<file path="config.mk">
export PLATFORM = sky130hd
export DESIGN_NAME = xillybus_read_packer_flat
export DESIGN_NICKNAME = d
export VERILOG_FILES = /design/src/rtl/xillybus_read_packer_if.sv /design/src/rtl/xillybus_read_packer.sv /design/src/flat_wrapper.sv
export SDC_FILE = /design/constraint.sdc
export NUM_CORES = 1
export LEC_CHECK = 0
export ABC_AREA = 1
export ABC_CLOCK_PERIOD_IN_PS = 3220
export BUFFER_PORTS_ARGS = -buffer_cell sky130_fd_sc_hd__buf_2
export CORE_ASPECT_RATIO = 1.75
export CORE_MARGIN = 10
export CORE_UTILIZATION = 40
export CTS_CLUSTER_SIZE = 24
export DETAILED_ROUTE_END_ITERATION = 10
export GPL_ROUTABILITY_DRIVEN = 0
export SLEW_MARGIN = 20
export SYNTH_ARGS = -nofsm -noshare
export SYNTH_HDL_FRONTEND = slang
export SYNTH_SLANG_ARGS = --single-unit
</file>
<file path="constraint.sdc">
create_clock -name bus_clk -period 3.22 [get_ports bus_clk]
set_input_delay 0.644 -clock bus_clk [delete_from_list [all_inputs] [get_ports bus_clk]]
set_output_delay 0.644 -clock bus_clk [all_outputs]
set_load 0.02 [all_outputs]
</file>
<file path="src/rtl/xillybus_read_packer_if.sv">
// Handshake bundle between a sample producer, the read packer and a Xillybus read port.
// The master drives samples and the host-side controls; the slave is the packer.
interface xillybus_read_packer_if #(
  parameter int BUS_W = 32,
  parameter int IN_W  = 8,
  parameter int DEPTH = 16
);
  localparam int FILL_W = $clog2(DEPTH) + 1;

  logic              in_valid;
  logic              in_ready;
  logic [IN_W-1:0]   in_data;
  logic              in_last;
  logic              user_r_rden;
  logic              user_r_open;
  logic [BUS_W-1:0]  user_r_data;
  logic              user_r_empty;
  logic              user_r_eof;
  logic [FILL_W-1:0] fill_level;

  modport master (
    output in_valid, in_data, in_last, user_r_rden, user_r_open,
    input  in_ready, user_r_data, user_r_empty, user_r_eof, fill_level
  );

  modport slave (
    input  in_valid, in_data, in_last, user_r_rden, user_r_open,
    output in_ready, user_r_data, user_r_empty, user_r_eof, fill_level
  );
endinterface

</file>
<file path="src/rtl/xillybus_read_packer.sv">
// Packs IN_W-bit samples little-endian into BUS_W-bit words, buffers them in a
// DEPTH-word FIFO and serves a standard (non-FWFT) Xillybus read port with EOF.
//
// state  | meaning
// S_PACK | accepting samples into the lane accumulator
// S_DONE | last-tagged word pushed; input blocked until the host closes
module xillybus_read_packer #(
  parameter int BUS_W = 32,
  parameter int IN_W  = 8,
  parameter int DEPTH = 16
) (
  input  logic                   bus_clk,
  input  logic                   bus_rst_n,
  xillybus_read_packer_if.slave  pk
);
  localparam int LANES  = BUS_W / IN_W;
  localparam int LANE_W = (LANES > 1) ? $clog2(LANES) : 1;
  localparam int PTR_W  = $clog2(DEPTH);
  localparam int FILL_W = PTR_W + 1;

  typedef enum logic {S_PACK, S_DONE} state_t;

  state_t              state_q;
  logic [LANE_W-1:0]   lane_q;
  logic [BUS_W-1:0]    acc_q;
  logic [PTR_W-1:0]    wr_ptr_q;
  logic [PTR_W-1:0]    rd_ptr_q;
  logic [FILL_W-1:0]   fill_q;
  logic [BUS_W-1:0]    rdata_q;
  logic                alive_q;
  logic [BUS_W-1:0]    mem [DEPTH];

  logic                in_ready;
  logic                accept;
  logic                last_lane;
  logic                push;
  logic                pop;
  logic [BUS_W-1:0]    word_d;

  // alive_q keeps in_ready low while reset is held, even if the host has the stream open
  assign in_ready  = alive_q && pk.user_r_open && (fill_q < FILL_W'(DEPTH)) && (state_q == S_PACK);
  assign accept    = pk.in_valid && in_ready;
  assign last_lane = (lane_q == LANE_W'(LANES - 1));
  assign push      = accept && (last_lane || pk.in_last);
  assign pop       = pk.user_r_open && pk.user_r_rden && (fill_q != '0);

  always_comb begin
    word_d = acc_q;
    word_d[int'(lane_q)*IN_W +: IN_W] = pk.in_data;
  end

  always_ff @(posedge bus_clk or negedge bus_rst_n) begin
    if (!bus_rst_n) begin
      state_q  <= S_PACK;
      lane_q   <= '0;
      acc_q    <= '0;
      wr_ptr_q <= '0;
      rd_ptr_q <= '0;
      fill_q   <= '0;
      rdata_q  <= '0;
      alive_q  <= 1'b0;
    end else begin
      alive_q <= 1'b1;
      if (!pk.user_r_open) begin
        state_q  <= S_PACK;
        lane_q   <= '0;
        acc_q    <= '0;
        wr_ptr_q <= '0;
        rd_ptr_q <= '0;
        fill_q   <= '0;
      end else begin
        if (accept) begin
          if (push) begin
            acc_q    <= '0;
            lane_q   <= '0;
            wr_ptr_q <= wr_ptr_q + PTR_W'(1);
            if (pk.in_last) state_q <= S_DONE;
          end else begin
            acc_q  <= word_d;
            lane_q <= lane_q + LANE_W'(1);
          end
        end
        if (pop) begin
          rdata_q  <= mem[rd_ptr_q];
          rd_ptr_q <= rd_ptr_q + PTR_W'(1);
        end
        case ({push, pop})
          2'b10:   fill_q <= fill_q + FILL_W'(1);
          2'b01:   fill_q <= fill_q - FILL_W'(1);
          default: fill_q <= fill_q;
        endcase
      end
    end
  end

  always_ff @(posedge bus_clk) begin
    if (push) mem[wr_ptr_q] <= word_d;
  end

  assign pk.in_ready     = in_ready;
  assign pk.user_r_data  = rdata_q;
  assign pk.user_r_empty = (fill_q == '0);
  // only the last-tagged word can be pushed once S_DONE is entered, so empty means it was popped
  assign pk.user_r_eof   = (state_q == S_DONE) && (fill_q == '0);
  assign pk.fill_level   = fill_q;
endmodule

</file>
<file path="src/flat_wrapper.sv">
// flat-port wrapper written by rule: the top's interface ports become plain ports
module xillybus_read_packer_flat 
#(
  parameter int BUS_W = 32,
  parameter int IN_W  = 8,
  parameter int DEPTH = 16
)
  (bus_clk, bus_rst_n, pk_in_valid, pk_in_data, pk_in_last, pk_user_r_rden, pk_user_r_open, pk_in_ready, pk_user_r_data, pk_user_r_empty, pk_user_r_eof, pk_fill_level);
  xillybus_read_packer_if #(.BUS_W(BUS_W), .IN_W(IN_W), .DEPTH(DEPTH)) pk_i ();
  input  logic bus_clk;
  input  logic bus_rst_n;
  input wire logic [$bits(pk_i.in_valid)-1:0] pk_in_valid;
  input wire logic [$bits(pk_i.in_data)-1:0] pk_in_data;
  input wire logic [$bits(pk_i.in_last)-1:0] pk_in_last;
  input wire logic [$bits(pk_i.user_r_rden)-1:0] pk_user_r_rden;
  input wire logic [$bits(pk_i.user_r_open)-1:0] pk_user_r_open;
  output wire logic [$bits(pk_i.in_ready)-1:0] pk_in_ready;
  output wire logic [$bits(pk_i.user_r_data)-1:0] pk_user_r_data;
  output wire logic [$bits(pk_i.user_r_empty)-1:0] pk_user_r_empty;
  output wire logic [$bits(pk_i.user_r_eof)-1:0] pk_user_r_eof;
  output wire logic [$bits(pk_i.fill_level)-1:0] pk_fill_level;
  assign pk_i.in_valid = pk_in_valid;
  assign pk_i.in_data = pk_in_data;
  assign pk_i.in_last = pk_in_last;
  assign pk_i.user_r_rden = pk_user_r_rden;
  assign pk_i.user_r_open = pk_user_r_open;
  assign pk_in_ready = pk_i.in_ready;
  assign pk_user_r_data = pk_i.user_r_data;
  assign pk_user_r_empty = pk_i.user_r_empty;
  assign pk_user_r_eof = pk_i.user_r_eof;
  assign pk_fill_level = pk_i.fill_level;
  xillybus_read_packer #(.BUS_W(BUS_W), .IN_W(IN_W), .DEPTH(DEPTH)) u_core (.bus_clk(bus_clk), .bus_rst_n(bus_rst_n), .pk(pk_i));
endmodule
</file>
==> results of run 1 <==
-- flip-flops by register name, indices dropped and copies added (netlist names) --
register               count
u_core.lane_q              2
u_core.rd_ptr_q            4
u_core.state_q             1
u_core.wr_ptr_q            4
u_core.mem               512
u_core.acc_q              32
u_core.alive_q             1
u_core.pk.fill_level       5
u_core.pk.user_r_data     32
-- power groups by stage --
stage	Sequential (mW)	Combinational (mW)	Clock, mW
floorplan	9.18	3.01	0
global placement	9.02	4.43	0
detailed placement	9.03	4.50	0
CTS	8.87	4.51	6.37
global route	8.89	4.93	6.64
finish	8.86	4.47	6.28
-- cells in the mapped netlist --
library cell	number
a21oi_1	129
and3_1	1
buf_1	8
buf_2	40
buf_4	9
buf_6	6
buf_8	4
clkbuf_1	41
clkbuf_2	3
clkinv_1	1
conb_1	1
dfrtp_1	81
edfxtp_1	512
ha_1	12
inv_1	104
inv_2	3
inv_4	1
mux2i_1	64
nand2_1	275
nand2_2	1
nand3_1	13
nand3b_1	1
nand4_1	1
nand4_2	2
nor2_1	168
nor2_2	1
nor3_2	1
o21ai_0	131
o21ai_1	73
o21bai_1	1
o22ai_1	132
o31ai_1	10
o31ai_2	22
xnor2_1	3
xor2_1	1
-- stage by stage --
stage	hold slack [ps]	setup slack (ps)	util	cell area (um2)
final	178	614	0.461	27300
after global routing	233	350	0.461	27300
after CTS	208	581	0.461	27300
after detailed placement	468	424	0.432	25600
after global placement	467	490	0.432	25600
after floorplan	348	108	-	23900
-- path summary, 6_finish.rpt --
path                                                start                         to  slack, ps  depth (start not counted)
worst min register to register  u_core.pk.user_r_data[30]  u_core.pk.user_r_data[30]        490                          2
worst max-delay path                     u_core.lane_q[0]          u_core.mem[3][12]        610                          8
max in group asynchronous                       bus_rst_n  u_core.pk.user_r_data[12]       2320                          2
min in group bus_clk                           pk_in_last             u_core.state_q        340                          3
worst max register to register           u_core.lane_q[0]          u_core.mem[3][12]        610                          8
worst min-delay path                            bus_rst_n            u_core.acc_q[2]        180                          1
-- worst max-delay path: cells and delay by family, from the launching register on --
| family | cells | cell delay, ps |
|---|---|---|
| fa+ha+maj | 1 | 390 |
| buf+inv | 3 | 610 |
| flops | 1 | 410 |
| simple gates | 4 | 870 |
-- cell type report --
type / count / area [um2] / area share
flip-flops and latches: 593 / 17400 / 0.638
multi-input cells: 1043 / 5620 / 0.206
clock buffers: 71 / 1450 / 0.0533
repair buffers: 130 / 1150 / 0.0420
well taps: 780 / 976 / 0.0358
inverters: 109 / 414 / 0.0152
clock inverters: 24 / 263 / 0.00963
-- kinds of logic after synthesis --
family                     share of synthesized area
DFF                                            0.729
and+or+nand+nor                               0.0752
buffers and inverters                         0.0421
xor gates and xnor gates                     0.00147
muxes                                         0.0268
AOI/OAI and AO/OA                              0.119
other                                       0.000157
adders and majority gates                    0.00629
-- per-layer routing --
metal	vias to the layer above	part of all wire	global-route usage	wire length, um
li1	6837	-	-	-
met1	7318	0.41	0.196	23700
met2	295	0.53	0.287	30000
met3	94	0.033	0.0170	1900
met4	0	0.026	0.0543	1510
met5	-	0	0	0
==> out/summary.txt, run 1 <==
Die ar.: 70300 um2
Final Hold Viols: 0
grt ovf: 0
startpoint type of the worst setup path: flop
CTS tree: done
Setup TNS: 0 ps
PnR Total Power: 19.6 mW
Ys Warns: 0
most common cell after layout, fill and taps aside: edfxtp_1
Critical Path Sink Type: flop
detailed placer's ending HPWL: 36.8 mm
Pleak: 9.68 nW
Max VDD drop: 503 uV
sequential element share of the synthesized area: 0.729
initial core utilization: 0.403
Clock Pin Slew Worst Setup and Hold Paths: 70 ps
syn_nets: 1882
sequential fraction of design power: 0.452
share of layout cells above drive strength 1: 0.132
# setup viols final: 0
Post-Syn Area per Cell: 12.9 um2
fillcell total: 5176
count of different cell masters after synthesis: 35
global router's overall resource usage: 0.160
Switching Fraction: 0.304
max cap viols: 0
Sink Count: 593
CTS H-tree lvls: 2
slew at the pin with the worst max-slew slack: 981 ps
CTS Root Cell: clkbuf_16
CORE AREA: 59200 um2
Layout Cells excl Fill: 2750
vias post-DR: 14544
Hold Path Class: primary input to asynchronous set/reset pin
max_slew headroom: 0.346
pin count of the biggest net entering global routing: 78
status: complete, no violations
Synth area leader: edfxtp_1
min cycle time layout: 2610 ps
Clock Skew: 13.1 ps
number of global-route vias before repair: 14747
Port Buffers: 53
FF+latch count, synth: 593
Slew Limit Fails: 0
synthesis-to-layout area growth: 14.2%
remaining antenna violation count: 0
Remaining DRCs: 0
synthesized area: 23900 um2
clk_lat worst skew: 590 ps
postcts setup bufs: 0
CTS Buffer Depth: 3
crit path cell chain: ha_1 -> inv_1 -> nand2_1 -> nand4_2 -> inv_1 -> nand2_1 -> nor2_4 -> buf_12
drt initial violations: 968
die width: 205 um
antenna violations before repair: 0
first-pass GRT wire length: 87.6 mm
cell total after placement: 2655
Die Ht: 343 um
cts repair resizes: 0
Setup Crit Path Kind: flop to flop
Via density: 5.29
TritonRoute pass-1 iters: 5
DRT Wirelength: 57.1 mm
final period utilization: 0.809
Site Rows: 118
Critical Path Slowest Stage Cell: dfrtp_1
Diodes inserted: 0
Comb power frac: 0.228
Worst path max stage delay: 410 ps
Worst Path Required: 3500 ps
Internal: 13.7 mW
hold-fix buffers at CTS: 0
Clock Power Share: 0.320
Yosys top cell area share: 0.644
CP max FO: 32
Power Dens Cells: 719 nW/um2
Psw: 5.96 mW
RSZ-0062 raised after global routing: no
most frequent cells in the layout: 512 x edfxtp_1, 273 x nand2_1, 152 x nor2_1
number of I/O pins: 54
FMAX: 384 MHz
Synth area leaders: edfxtp_1 64%, dfrtp_1 8.5%, nand2_1 4.3%
routed len/inst: 20.7 um
CTS buffer count: 51
Critical Path AT: 2890 ps
Syn Inst Count: 1856
Nets: 1954
Power figures use the tool's default switching activity.
==> run 2, diff against run 1 <==
--- a/config.mk
+++ b/config.mk
@@ -6,7 +6,7 @@
 export NUM_CORES = 1
 export LEC_CHECK = 0
 export ABC_AREA = 1
-export ABC_CLOCK_PERIOD_IN_PS = 3220
+export ABC_CLOCK_PERIOD_IN_PS = 2400
 export BUFFER_PORTS_ARGS = -buffer_cell sky130_fd_sc_hd__buf_2
 export CORE_ASPECT_RATIO = 1.75
 export CORE_MARGIN = 10
==> constraint.sdc (replaced) <==
create_clock -name bus_clk -period 2.4 [get_ports bus_clk]
set_input_delay 0.48 -clock bus_clk [delete_from_list [all_inputs] [get_ports bus_clk]]
set_output_delay 0.48 -clock bus_clk [all_outputs]
set_load 0.02 [all_outputs]
==> run 2 against run 1 <==
Flip-flop and latch count unchanged. Worst hold slack better by 0.74 ps. Sequential power rose by 33%. Total power grew 35%. Die area unchanged. Utilization rose by 0.46 points. Clock-buffer cell count is 1 lower. Highest routed layer unchanged. Critical path type unchanged. First-iteration DRC count is 28% higher. Combinational power up 40%. Critical endpoint is now u_core.mem[10][13]. Sequential share of layout area fell by 0.63 points.
==> out/summary.txt, run 2 (synthesis results as in run 1) <==
Port Buffers: 53 (unchanged)
Power Dens Cells: 957 nW/um2 (was 719 nW/um2)
detailed placer's ending HPWL: 38.6 mm (was 36.8 mm)
fillcell total: 5208 (was 5176)
Critical Path AT: 2520 ps (was 2890 ps)
Hold Path Class: primary input to flop (was primary input to asynchronous set/reset pin)
Diodes inserted: 0 (unchanged)
postcts setup bufs: 0 (unchanged)
global router's overall resource usage: 0.170 (was 0.160)
Pleak: 9.80 nW (was 9.68 nW)
Setup Crit Path Kind: flop to flop (unchanged)
most frequent cells in the layout: 512 x edfxtp_1, 273 x nand2_1, 152 x nor2_1 (unchanged)
number of global-route vias before repair: 14971 (was 14747)
die width: 205 um (unchanged)
Max VDD drop: 674 uV (was 503 uV)
CTS Buffer Depth: 3 (unchanged)
vias post-DR: 14966 (was 14544)
final period utilization: 0.940 (was 0.809)
CTS tree: done (unchanged)
status: complete, no violations (unchanged)
Slew Limit Fails: 0 (unchanged)
Clock Skew: 17.6 ps (was 13.1 ps)
first-pass GRT wire length: 91.2 mm (was 87.6 mm)
Nets: 1982 (was 1954)
CORE AREA: 59200 um2 (unchanged)
FMAX: 443 MHz (was 384 MHz)
max_slew headroom: 0.597 (was 0.346)
max cap viols: 0 (unchanged)
clk_lat worst skew: 590 ps (about the same)
Critical Path Sink Type: flop (unchanged)
RSZ-0062 raised after global routing: yes (was no)
max reg flops: 512 (unchanged)
Die Ht: 343 um (unchanged)
routed len/inst: 21.8 um (was 20.7 um)
drt initial violations: 1239 (was 968)
Site Rows: 118 (unchanged)
Post-Place Worst Slack: 49.4 ps (was 424 ps)
startpoint type of the worst setup path: flop (unchanged)
Final Hold Viols: 0 (unchanged)
share of layout cells above drive strength 1: 0.141 (was 0.132)
number of I/O pins: 54 (unchanged)
Final Worst Setup Slack: 143 ps (was 614 ps)
TritonRoute pass-1 iters: 6 (was 5)
Via density: 5.39 (was 5.29)
Worst Path Required: 2670 ps (was 3500 ps)
Sink Count: 593 (unchanged)
remaining antenna violation count: 0 (unchanged)
most common cell after layout, fill and taps aside: edfxtp_1 (unchanged)
Die ar.: 70300 um2 (unchanged)
min cycle time layout: 2260 ps (was 2610 ps)
PnR Total Power: 26.4 mW (was 19.6 mW)
synthesis-to-layout area growth: 15.4% (was 14.2%)
CP max FO: 32 (unchanged)
Remaining DRCs: 0 (unchanged)
slew at the pin with the worst max-slew slack: 604 ps (was 981 ps)
Setup TNS: 0 ps (unchanged)
CTS buffer count: 52 (was 51)
register with the most flip-flops: u_core.mem (unchanged)
grt ovf: 0 (unchanged)
# setup viols final: 0 (unchanged)
antenna violations before repair: 0 (unchanged)
CTS H-tree lvls: 2 (unchanged)
initial core utilization: 0.403 (unchanged)
pin count of the biggest net entering global routing: 98 (was 78)
DRT Wirelength: 60.5 mm (was 57.1 mm)
Clock Pin Slew Worst Setup and Hold Paths: 60 ps (was 70 ps)
CTS Root Cell: clkbuf_16 (unchanged)
==> run 2: stage by stage <==
step	std cells	hold slack, ps	instance area, um2	utilization
5_1_grt	2776	199	27600	0.465
4_1_cts	2776	161	27500	0.465
6_report	2776	178	27600	0.465
3_5_place_dp	2681	460	25900	0.437
3_3_place_gp	2681	461	25900	0.437
2_1_floorplan	1856	184	23900	-
==> run 2: worst max-delay path, stage by stage, from the launching register on <==
cell     delay [ps]
dfrtp_1         410
ha_1            200
inv_1            60
nand2_1          70
nand4_2         200
inv_1           240
nand2_1         290
nor2_4          190
buf_12          260
==> run 2: per-layer routing <==
metal / global-route usage / vias up / wire [um]
met3: 0.0173 / 99 / 2770
met2: 0.301 / 442 / 31500
met1: 0.210 / 7518 / 24400
met4: 0.0644 / 0 / 1840
met5: 0 / - / 0
li1: - / 6907 / -
==> run 2: report_power, final <==
group	leakage, nW	internal (mW)	switching, mW	total, mW
Clock	0.797	4.61	3.66	8.26
Sequential	5.78	11.6	0.296	11.8
Combinational	3.22	2.12	4.16	6.27
==> run 2: repair_timing <==
item | in CTS | in global routing
hold buffers | 1 | 0
gates resized for setup | 0 | 1
hold endpoints to repair | 24 | 0
endpoints found under the setup margin | 0 | 159
==> run 2: final timing paths <==
path / cells after the start / endpoint / slack [ps] / from
max: 8 / u_core.mem[10][13] / 140 / u_core.lane_q[0]
min: 3 / u_core.state_q / 180 / pk_in_last
max reg2reg: 8 / u_core.mem[10][13] / 140 / u_core.lane_q[0]
min reg2reg: 2 / u_core.pk.user_r_data[2] / 490 / u_core.pk.user_r_data[2]
max in group asynchronous: 3 / u_core.pk.user_r_data[13] / 1400 / bus_rst_n
min in group asynchronous: 2 / u_core.pk.user_r_data[7] / 380 / bus_rst_n
==> run 2: final cells by class <==
class	instances	area (um2)	area share
Sequential cell	593	17400	0.632
Multi-Input combinational cell	1043	5620	0.204
Timing Repair Buffer	157	1480	0.0536
Clock buffer	70	1430	0.0519
Tap cell	780	976	0.0354
Inverter	109	414	0.0150
Clock inverter	24	228	0.00827
==> run 3, diff against run 2 <==
--- a/config.mk
+++ b/config.mk
@@ -14,6 +14,7 @@
 export CTS_CLUSTER_SIZE = 24
 export DETAILED_ROUTE_END_ITERATION = 10
 export GPL_ROUTABILITY_DRIVEN = 0
+export PLACE_DENSITY = 0.62
 export SLEW_MARGIN = 20
 export SYNTH_ARGS = -nofsm -noshare
 export SYNTH_HDL_FRONTEND = slang
==> run 3 against run 2 <==
Design area hardly changed. Die area unchanged. Maximum frequency fell by 2.3%. Sequential power about the same. Global-route usage is 0.11 points higher. Clock-buffer cell count down 2. First-iteration DRC count up 16%. Clock skew increased by 11 ps. Cell count is 0.11% lower. Worst hold slack improved by 19 ps. Critical endpoint is now u_core.mem[12][9].
==> out/summary.txt, run 3 (synthesis results as in run 1) <==
status: complete, no violations (unchanged)
Remaining DRCs: 0 (unchanged)
share of layout cells above drive strength 1: 0.140 (was 0.141)
CTS Root Cell: clkbuf_16 (unchanged)
most frequent cells in the layout: 512 x edfxtp_1, 272 x nand2_1, 152 x nor2_1 (was 512 x edfxtp_1, 273 x nand2_1, 152 x nor2_1)
die width: 205 um (unchanged)
drt initial violations: 1442 (was 1239)
Die Ht: 343 um (unchanged)
Via density: 5.40 (was 5.39)
final period utilization: 0.962 (was 0.940)
TritonRoute pass-1 iters: 6 (unchanged)
Pleak: 9.82 nW (was 9.80 nW)
first-pass GRT wire length: 92.3 mm (was 91.2 mm)
Worst path max stage delay: 410 ps (about the same)
Site Rows: 118 (unchanged)
startpoint type of the worst setup path: flop (unchanged)
routed wire length on met2: 31.7 mm (was 31.5 mm)
detailed placer's ending HPWL: 37.6 mm (was 38.6 mm)
Die ar.: 70300 um2 (unchanged)
CTS Buffer Depth: 3 (unchanged)
max reg flops: 512 (unchanged)
Clock Skew: 28.4 ps (was 17.6 ps)
antenna violations before repair: 0 (unchanged)
Setup crit start: u_core.lane_q[0] (unchanged)
Post-Place Worst Slack: 25.7 ps (was 49.4 ps)
Port Buffers: 53 (unchanged)
worst r2r path cells: 8 (unchanged)
routed len/inst: 21.8 um (about the same)
grt ovf: 0 (unchanged)
Critical Path Sink Type: flop (unchanged)
pin count of the biggest net entering global routing: 78 (was 98)
synthesis-to-layout area growth: 15.4% (about the same)
Final Worst Setup Slack: 91.1 ps (was 143 ps)
met3 wire length: 2.93 mm (was 2.77 mm)
Placed Area: 25800 um2 (was 25900 um2)
HP Start: pk_in_last (unchanged)
Nets: 1978 (was 1982)
number of I/O pins: 54 (unchanged)
post-route design area: 27600 um2 (about the same)
crit path cell chain: ha_1 -> inv_1 -> nand2_1 -> nand4_2 -> inv_1 -> nand2_1 -> nor2_4 -> buf_4 (was ha_1 -> inv_1 -> nand2_1 -> nand4_2 -> inv_1 -> nand2_1 -> nor2_4 -> buf_12)
number of global-route vias before repair: 15275 (was 14971)
Sink Count: 593 (unchanged)
r2r setup slk: 90 ps (was 140 ps)
Power Dens Cells: 970 nW/um2 (was 957 nW/um2)
CTS buffer count: 51 (was 52)
CORE AREA: 59200 um2 (unchanged)
Reg2Reg Launch Point: u_core.lane_q[0] (unchanged)
Hold Path Class: primary input to flop (unchanged)
Clock Pin Slew Worst Setup and Hold Paths: 70 ps (was 60 ps)
postcts setup bufs: 0 (unchanged)
CP max FO: 21 (was 32)
clk_lat worst skew: 590 ps (about the same)
CTS tree: done (unchanged)
slew at the pin with the worst max-slew slack: 930 ps (was 604 ps)
PnR Total Power: 26.7 mW (was 26.4 mW)
Worst R2R End: u_core.mem[12][9] (was u_core.mem[10][13])
Final Hold Viols: 0 (unchanged)
max_slew headroom: 0.380 (was 0.597)
Setup Crit Path Kind: flop to flop (unchanged)
CTS H-tree lvls: 2 (unchanged)
vias post-DR: 14979 (was 14966)
most common cell after layout, fill and taps aside: edfxtp_1 (unchanged)
initial core utilization: 0.403 (unchanged)
worst hold endpoint: u_core.state_q (unchanged)
remaining antenna violation count: 0 (unchanged)
hold depth: 3 (unchanged)
Critical Path Slowest Stage Cell: dfrtp_1 (unchanged)
FMAX: 433 MHz (was 443 MHz)
Diodes inserted: 0 (unchanged)
Worst Path Required: 2640 ps (was 2670 ps)
global router's overall resource usage: 0.171 (was 0.170)
WL met1: 23.8 mm (was 24.4 mm)
Slew Limit Fails: 0 (unchanged)
register with the most flip-flops: u_core.mem (unchanged)
max cap viols: 0 (unchanged)
RSZ-0062 raised after global routing: yes (unchanged)
# setup viols final: 0 (unchanged)
top routing layer in use: met4 (unchanged)
Max VDD drop: 891 uV (was 674 uV)
DRT Wirelength: 60.4 mm (was 60.5 mm)
Critical Path AT: 2550 ps (was 2520 ps)
final hold slack: 197 ps (was 178 ps)
min cycle time layout: 2310 ps (was 2260 ps)
-- run 3: cell count changes in the layout (fill, tap and decap cells not counted), moves of 2 or more --
cell | previous run | this run
bufinv_16 | 4 | 8
clkbuf_8 | 4 | 2
buf_12 | 34 | 30
clkinv_2 | 7 | 5
-- run 3: per-stage QoR --
stage | util | setup TNS [ps] | cells
after detailed placement | 0.436 | 0 | 2678
after global routing | 0.465 | -5990 | 2773
after CTS | 0.465 | 0 | 2773
final | 0.465 | 0 | 2773
after global placement | 0.436 | 0 | 2678
after floorplan | - | -92490 | 1856
-- run 3: worst max-delay path: cells and delay by family (launching register included) --
family | cells | cell delay, ps
simple gates | 4 | 760
flops | 1 | 410
buf+inv | 3 | 600
fa+ha+maj | 1 | 190
-- run 3: worst max path at each step --
stage | end | slack (ps) | cells after the start
after global routing | u_core.mem[12][9] | -80 | 8
after global placement | u_core.mem[14][14] | 40 | 8
final | u_core.mem[12][9] | 90 | 8
after detailed placement | u_core.mem[14][12] | 30 | 8
after CTS | u_core.mem[14][10] | 80 | 8
after floorplan | u_core.mem[11][0] | -200 | 8
-- run 3: per-layer routing --
| layer | track usage | up-vias |
|---|---|---|
| met4 | 0.0693 | 0 |
| met3 | 0.0202 | 104 |
| li1 | - | 6894 |
| met1 | 0.206 | 7514 |
| met5 | 0 | - |
| met2 | 0.305 | 467 |
-- run 3: layout make-up --
type / instances / area [um2]
fillers: 5155 / 31700
flip-flops and latches: 593 / 17400
multi-input cells: 1043 / 5610
repair buffers: 154 / 1410
clock buffers: 68 / 1400
well taps: 780 / 976
inverters: 109 / 414
clock inverters: 26 / 334
-- run 3: repair_timing --
item / 4_1_cts / 5_1_grt
gates resized for setup: 0 / 2
setup endpoints to repair: 0 / 167
hold buffers: 1 / 0
hold endpoints to repair: 36 / 0
-- run 3: report_power, final --
| group | internal, mW | total [mW] | switching (mW) |
|---|---|---|---|
| clock | 4.97 | 8.60 | 3.63 |
| sequential | 11.6 | 11.8 | 0.299 |
| combinational | 2.07 | 6.27 | 4.20 |
